==> config.mk <==
export PLATFORM = sky130hd
export DESIGN_NAME = packer_arbiter
export DESIGN_NICKNAME = d
export VERILOG_FILES = /design/src/rtl/packer_arbiter.sv
export SDC_FILE = /design/constraint.sdc
export NUM_CORES = 1
export LEC_CHECK = 0
export CAP_MARGIN = 25
export CORE_AREA = 2 2 265 267
export CTS_CLUSTER_DIAMETER = 80
export CTS_CLUSTER_SIZE = 8
export DETAILED_ROUTE_END_ITERATION = 8
export DIE_AREA = 0 0 267 269
export GPL_ROUTABILITY_DRIVEN = 1
export GPL_TIMING_DRIVEN = 0
export PLACE_DENSITY_LB_ADDON = 0.1
export SYNTH_ARGS = -nofsm -noshare
export SYNTH_HDL_FRONTEND = slang
export SYNTH_SLANG_ARGS = --single-unit
==> constraint.sdc <==
create_clock -name clk -period 1.81 [get_ports clk]
set_input_delay 0.181 -clock clk [delete_from_list [all_inputs] [get_ports clk]]
set_output_delay 0.181 -clock clk [all_outputs]
set_load 0.01 [all_outputs]
==> src/rtl/packer_arbiter.sv <==
// packer_arbiter
//   Moves a configured number of packed words from NUM_CH upstream packer
//   channels into a single registered output slot. Channels are served
//   round-robin. A frame runs IDLE -> RUN -> DRAIN -> DONE -> IDLE.
//
// Ports
//   clk           sole clock, rising edge
//   Reset         synchronous active-high reset
//   Cfg_Start     frame start pulse, honoured only in IDLE
//   Cfg_NumWords  word count for the frame, latched with an accepted start
//   Packed_RdyRd  per-channel "word available" level
//   Packed_DatRd  per-channel word, channel i at [i*DATA_WIDTH +: DATA_WIDTH]
//   Packed_EnRd   one-hot read strobe to the granted channel (combinational)
//   Out_Valid     output slot holds a word
//   Out_Ready     downstream accepts the word this cycle
//   Out_Dat       registered output word
//   Out_Ch        source channel of Out_Dat
//   Busy          high whenever the controller is not idle
//   Done          one-cycle pulse at frame completion
module packer_arbiter #(
  parameter int NUM_CH     = 4,
  parameter int DATA_WIDTH = 128,
  parameter int CNT_WIDTH  = 16,
  localparam int CH_W      = $clog2(NUM_CH)
) (
  input  logic                         clk,
  input  logic                         Reset,
  input  logic                         Cfg_Start,
  input  logic [CNT_WIDTH-1:0]         Cfg_NumWords,
  input  logic [NUM_CH-1:0]            Packed_RdyRd,
  input  logic [NUM_CH*DATA_WIDTH-1:0] Packed_DatRd,
  output logic [NUM_CH-1:0]            Packed_EnRd,
  output logic                         Out_Valid,
  input  logic                         Out_Ready,
  output logic [DATA_WIDTH-1:0]        Out_Dat,
  output logic [CH_W-1:0]              Out_Ch,
  output logic                         Busy,
  output logic                         Done
);

  typedef enum logic [1:0] {
    IDLE  = 2'd0,
    RUN   = 2'd1,
    DRAIN = 2'd2,
    DONE  = 2'd3
  } state_t;

  state_t                state_r, state_next_s;
  logic [CNT_WIDTH-1:0]  remaining_r;
  logic [CH_W-1:0]       last_grant_r;
  logic                  out_valid_r;
  logic [DATA_WIDTH-1:0] out_dat_r;
  logic [CH_W-1:0]       out_ch_r;

  logic                  slot_free_s;
  logic                  grant_found_s;
  logic [CH_W-1:0]       grant_idx_s;
  logic                  grant_s;
  logic                  last_word_s;

  // Channel visited k steps after the last grant, wrapping at NUM_CH
  // (NUM_CH need not be a power of two, so plain truncation is not enough).
  function automatic logic [CH_W-1:0] rr_index(input logic [CH_W-1:0] last, input int k);
    int sum;
    sum = (int'(last) + 1 + k) % NUM_CH;
    return sum[CH_W-1:0];
  endfunction

  assign slot_free_s = !out_valid_r || Out_Ready;
  assign last_word_s = (remaining_r == CNT_WIDTH'(1));

  // Round-robin search: first ready channel after the last grant.
  always_comb begin
    grant_found_s = 1'b0;
    grant_idx_s   = {CH_W{1'b0}};
    for (int k = 0; k < NUM_CH; k++) begin
      if (!grant_found_s && Packed_RdyRd[rr_index(last_grant_r, k)]) begin
        grant_found_s = 1'b1;
        grant_idx_s   = rr_index(last_grant_r, k);
      end else begin
        grant_found_s = grant_found_s;
      end
    end
  end

  // Reset gates the strobe so no upstream word is consumed while reset is held.
  assign grant_s = (state_r == RUN) && slot_free_s && grant_found_s &&
                   (remaining_r != {CNT_WIDTH{1'b0}}) && !Reset;

  // One-hot read strobe for the granted channel.
  always_comb begin
    Packed_EnRd = {NUM_CH{1'b0}};
    if (grant_s) begin
      Packed_EnRd[grant_idx_s] = 1'b1;
    end else begin
      Packed_EnRd = {NUM_CH{1'b0}};
    end
  end

  // Frame sequencing.
  always_comb begin
    state_next_s = state_r;
    case (state_r)
      IDLE: begin
        if (Cfg_Start) begin
          state_next_s = (Cfg_NumWords != {CNT_WIDTH{1'b0}}) ? RUN : DONE;
        end else begin
          state_next_s = IDLE;
        end
      end
      RUN: begin
        if (grant_s && last_word_s) begin
          state_next_s = DRAIN;
        end else begin
          state_next_s = RUN;
        end
      end
      DRAIN: begin
        // Leave once the slot is empty or its last word hands off now.
        if (slot_free_s) begin
          state_next_s = DONE;
        end else begin
          state_next_s = DRAIN;
        end
      end
      DONE:    state_next_s = IDLE;
      default: state_next_s = IDLE;
    endcase
  end

  // State, counter, round-robin pointer and output slot registers.
  always_ff @(posedge clk) begin
    if (Reset) begin
      state_r      <= IDLE;
      remaining_r  <= {CNT_WIDTH{1'b0}};
      last_grant_r <= CH_W'(NUM_CH - 1);  // next search starts at channel 0
      out_valid_r  <= 1'b0;
      out_dat_r    <= {DATA_WIDTH{1'b0}};
      out_ch_r     <= {CH_W{1'b0}};
    end else begin
      state_r <= state_next_s;
      if (state_r == IDLE && Cfg_Start) begin
        remaining_r <= Cfg_NumWords;
      end else if (grant_s) begin
        remaining_r <= remaining_r - CNT_WIDTH'(1);
      end else begin
        remaining_r <= remaining_r;
      end
      if (grant_s) begin
        out_dat_r    <= Packed_DatRd[grant_idx_s*DATA_WIDTH +: DATA_WIDTH];
        out_ch_r     <= grant_idx_s;
        out_valid_r  <= 1'b1;
        last_grant_r <= grant_idx_s;
      end else if (out_valid_r && Out_Ready) begin
        out_valid_r <= 1'b0;
      end else begin
        out_valid_r <= out_valid_r;
      end
    end
  end

  assign Out_Valid = out_valid_r;
  assign Out_Dat   = out_dat_r;
  assign Out_Ch    = out_ch_r;
  assign Busy      = (state_r != IDLE);
  assign Done      = (state_r == DONE);

endmodule

# Word level (Yosys, flattened, before mapping)

Index checks and enable logic that the tools add are counted.
Widths: inputs -> output; s select.

Register bits after elaboration: 151
Bits of input ports: 536

$add $sub $neg: 5
Magnitude comparators: 6
Eq/ne operators: 4
Shift-type cells: 1
Multiplexer cells: 28
Reductions and logical operators: 23

Operator list:

| kind                  | number |
|---|---|
| $shiftx 512x10->128   | 1 |
| $mux 16               | 2 |
| $reduce_bool 16->1    | 2 |
| $eq 16x1->1 const B   | 1 |
| $sub 16x1->16 const B | 1 |
| $lt 2x3->1 const B    | 5 |
| $mux 2                | 7 |
| $mux 1                | 12 |
| $logic_and 1x1->1     | 11 |
| $bmux 1 s2            | 4 |
| $pmux 2 s4            | 1 |
| $add 2x2->2 const B   | 3 |
| $reduce_bool 2->1     | 3 |
| $logic_not 1->1       | 5 |
| $eq 2x2->1 const B    | 2 |
| $mux 4                | 1 |
| $add 2x1->2 const B   | 1 |
| $demux 1 s2           | 1 |
| $eq 2x1->1 const B    | 1 |
| $ge 2x1->1 const B    | 1 |
| $logic_not 2->1       | 1 |
| $logic_or 1x1->1      | 1 |

# Longest topological paths before layout

Word-level depth: 19
Depth in mapped cells: 10
Depth with buffers taken out: 7

# Least setup slack after synthesis

OpenSTA, ideal clock, no wires.

Kind: reg2out
Start point: register remaining_r[0]
End point: output port Packed_EnRd[1]
Arrival: 1.838 ns
Required time: 1.629 ns
Path slack: -0.209 ns
Cell stages (with the launch flop): 10
Path buffers: 3
Cell sequence: dfxtp_1 > inv_1 > ha_1 > nor3b_1 > and4_1 > buf_4 > a211oi_2 > clkbuf_2 > clkbuf_2 > and2_1

Word-level cells in the longest chain between the ends: 4

RTL lines:

| item                   | line | text |
|---|---|---|
| from (decl)            | 49   | `logic [CNT_WIDTH-1:0] remaining_r;` |
| from (signal assigned) | 135  | `remaining_r <= {CNT_WIDTH{1'b0}};` |
| from (signal assigned) | 143  | `remaining_r <= Cfg_NumWords;` |
| from (signal assigned) | 145  | `remaining_r <= remaining_r - CNT_WIDTH'(1);` |
| $reduce_bool 16->1     | 88   | `(remaining_r != {CNT_WIDTH{1'b0}}) && !Reset;` |
| $logic_and 1x1->1      | 87   | `assign grant_s = (state_r == RUN) && slot_free_s && grant_found_s &&` |
| $logic_and 1x1->1      | 88   |  |
| $mux 4                 | 93   | `if (grant_s) begin` |
| to (decl)              | 32   | `output logic [NUM_CH-1:0] Packed_EnRd,` |

Every way passes these cells.

# Worst setup path after layout

Start point: register remaining_r[7]
End point: output port Packed_EnRd[1]

Same word-level chain as after synthesis.

==> flow_metrics.env <==
export IMPL_grt_setup_unrepaired="yes"
export IMPL_final_common_cell="clkdlybuf4s50_1"
export IMPL_ys_dominant_reg_cell="dfxtp_1"
export IMPL_globalRoute_totalOverflow=0
export IMPL_cts_inserted_buffers=17
export IMPL_drt_wirelength_per_cell_um=23.1
export IMPL_max_slew_margin=0.570
export IMPL_failing_checks="negative setup slack"
export IMPL_final_period_minus_worst_setup_slack_ps=2380
export IMPL_type_of_the_worst_setup_path="flop to output pin"
export IMPL_grt_pass1_vias=13400
export IMPL_clk_root_buffer_cell="clkbuf_16"
export IMPL_share_of_power_burned_in_combinational_logic=0.392
export IMPL_total_iterations_of_the_first_detailed_routing_run=6
export IMPL_vdd_drop_max_uv=390
export IMPL_numClockSinks=151
export IMPL_i_o_pin_cnt=673
export IMPL_required_ps=1630
export IMPL_drive_gt1_frac=0.116
export IMPL_final_fill_count=7435
export IMPL_finalPower_mw=12.7
export IMPL_worst_hold_path_type="input port to flop"
export IMPL_timing_critical_path_slowest_cell_delay_ps=380
export IMPL_hpwl_mm=56.1
export IMPL_report_final_hold_viol_count=0
export IMPL_netlist_top_cell_by_area="dfxtp_1"
export IMPL_sw_frac_of_total=0.337
export IMPL_coreArea_mm2=0.0693
export IMPL_ant_nets=0
export IMPL_worst_setup_path_start_kind="flop"
export IMPL_fin_tns_setup_ps=-43390
export IMPL_synth_cell_types=60
export IMPL_syn_area_mm2=0.0108
export IMPL_worst_path_max_delay_cell="dfxtp_4"
export IMPL_layout_area_overhead_vs_synth_pct=86.2
export IMPL_cp_end_kind="output pin"
export IMPL_critPathTopFamily="simple AND/OR/NAND/NOR gates"
export IMPL_power_report_internal_total_mw=8.43
export IMPL_critical_path_cell_chain="nor4_4 > and4_1 > buf_6 > a211oi_4 > clkbuf_8 > clkbuf_16 > and2_4 > buf_6"
export IMPL_dieArea_mm2=0.0718
export IMPL_power_sequential_fraction=0.310
export IMPL_worstSkewPairLatency_ps=490
export IMPL_max_freq_ghz=0.420
export IMPL_synth_area_top_cells="dfxtp_1, mux2i_1, and4_1"
export IMPL_synth_area_per_cell_um2=8.01
export IMPL_routed_vias=13300
export IMPL_port_buffer_count=671
export IMPL_wl_mm=69.7
export IMPL_setup_viol_count_final=152
export IMPL_ys_ff_latch=151
export IMPL_timing_final_ws_setup_ps=-573
export IMPL_maxCapViolations=0
export IMPL_fp_dieW_um=267
export IMPL_critPathMaxFanout=6
export IMPL_final_max_slew_viols=0
export IMPL_critical_path_top_cell_by_count="buf_6"
export IMPL_layout_nets=2599
export IMPL_dieHeight_um=269
export IMPL_p_clk_frac=0.298
export IMPL_proportion_of_register_bits_with_asynchronous_set_or_reset_after_synthesis=0
export IMPL_post_route_period_util=1.32
export IMPL_cts_path_max_buffers=2
export IMPL_p_leak_nw=7.73
export IMPL_core_rowCount=97
export IMPL_worst_path_buf_inv=4
export IMPL_track_usage=0.187
export IMPL_p_switching_mw=4.29
export IMPL_timing_reg2reg_setup_slack_ps=-410
export IMPL_synth_seq_area_share=0.280
export IMPL_layout_cells_most_common_list="clkdlybuf4s50_1, inv_1, dfxtp_1, a31oi_1, and4_1"
export IMPL_floorplan_initialDensity=0.156
export IMPL_fin_skew_ps=17.9
export IMPL_grt_antenna_before_repair=16
export IMPL_worst_margin_slew_ps=639
export IMPL_maximum_number_of_pins_on_one_net_before_global_route_repair=17
export IMPL_number_of_flops_mapped_to_enable_cells_by_yosys=0
export IMPL_routabilityCongestion=0.832
export IMPL_post_synth_inst_count=1347
export IMPL_synthDominantCellAreaShare=0.280
export IMPL_outcome="finished, violations left"
export IMPL_synth_fp_nets=1885
export IMPL_powerDensity_mw_per_mm2=634
export IMPL_vias_per_cell=4.41
export IMPL_cts_tree="built"
export IMPL_htree_levels=4
export IMPL_clock_edge_transition_at_the_registers_on_the_reported_setup_and_hold_paths_ps=80
export IMPL_finalHoldWorstSlack_ps=171
export IMPL_timing_critical_path_arrival_ps=2200
export IMPL_drt_drc_violations_left=0
export IMPL_yosys_warnings=0
export IMPL_grt_first_pass_wirelength_mm=94.9
export IMPL_count_of_routing_violations_after_the_opening_detailed_route_iteration=718
-- synthesized netlist by cell type (4+ instances only) --
library cell	n
clkbuf_1	104
o221ai_2	30
buf_4	12
buf_6	6
a21oi_1	13
o221ai_1	98
nor2_1	24
and4_1	128
nand4_1	6
inv_1	260
nor2b_1	5
mux2i_1	129
nor3_1	6
buf_2	25
nand2_1	13
or3_1	4
nand3_1	7
nor4_1	5
o21ai_0	130
dfxtp_1	151
a31oi_1	130
-- worst register-to-register path: cells and delay by family (launching register included) --
family	cells	cell delay, ps
buffers and inverters	4	850
AOI/OAI and AO/OA	3	470
DFF	1	360
and+or+nand+nor	2	300
adders and majority gates	1	140
-- flip-flops by register name (all words and copies together), names as in the netlist --
signal	count
Out_Valid	1
state_r	2
remaining_r	16
last_grant_r	2
Out_Dat	128
Out_Ch	2
-- metal layers --
metal | part of all wire | vias up | GRT usage
li1 | - | 6452 | -
met1 | 0.39 | 6258 | 0.204
met2 | 0.51 | 528 | 0.337
met3 | 0.075 | 67 | 0.0601
met4 | 0.020 | 14 | 0.0660
met5 | 0.0012 | - | 0
-- worst paths after layout --
kind / cells past startpoint / start / end
setup / recovery: 8 / remaining_r[7] / Packed_EnRd[1]
hold / removal: 3 / Reset / remaining_r[3]
setup reg to reg: 10 / remaining_r[0] / Out_Dat[53]
hold reg to reg: 2 / Out_Ch[1] / Out_Ch[1]
-- repair_timing --
| action | CTS | global route |
|---|---|---|
| hold endpoints to repair | 1 | 0 |
| pin swaps | 8 | 8 |
| buffers inserted | 18 | 2 |
| resized for setup | 165 | 39 |
| endpoints found under the setup margin | 156 | 158 |
| hold buffers | 1 | 0 |
-- metrics by stage --
| step | cells | instance area [um2] | worst slack [ps] | util |
|---|---|---|---|---|
| 2_1_floorplan | 1347 | 10900 | -90.6 | - |
| 3_3_place_gp | 2958 | 18800 | -1540 | 0.271 |
| 3_5_place_dp | 2961 | 18800 | -1510 | 0.271 |
| 4_1_cts | 3010 | 19900 | -644 | 0.288 |
| 5_1_grt | 3019 | 20100 | -675 | 0.290 |
| 6_report | 3022 | 20100 | -573 | 0.290 |
-- kinds of logic (layout without fill, tap and decap cells) --
logic type / count (synthesis) / in the layout / synth area share
AOI/OAI and AO/OA: 428 / 428 / 0.283
muxes: 129 / 129 / 0.120
buffers and inverters: 410 / 1135 / 0.154
adders and majority gates: 2 / 2 / 0.00232
and+or+nand+nor: 224 / 224 / 0.158
xor gates and xnor gates: 3 / 3 / 0.00244
DFF: 151 / 151 / 0.280
other: 0 / 10 / 0
-- power by group through the flow --
stage,Sequential [mW],Combinational [mW],Clock (mW)
final,3.94,4.99,3.80
after floorplan,4.12,1.86,0
after global routing,3.99,5.37,4.05
after global placement,4.00,4.76,0
after detailed placement,4.01,4.78,0
after CTS,3.94,5.02,3.96
-- layout make-up --
cell class                      count  area, um2  area share
Buffer                            150       1030      0.0513
Timing Repair Buffer              695       6960       0.347
Tap cell                          940       1180      0.0586
Multi-Input combinational cell    786       6320       0.315
Clock buffer                       18        429      0.0214
Inverter                          260        978      0.0487
Antenna cell                       10       25.0     0.00125
Clock inverter                     12        128     0.00636
Sequential cell                   151       3040       0.151
(Power assumes the default switching activity.)
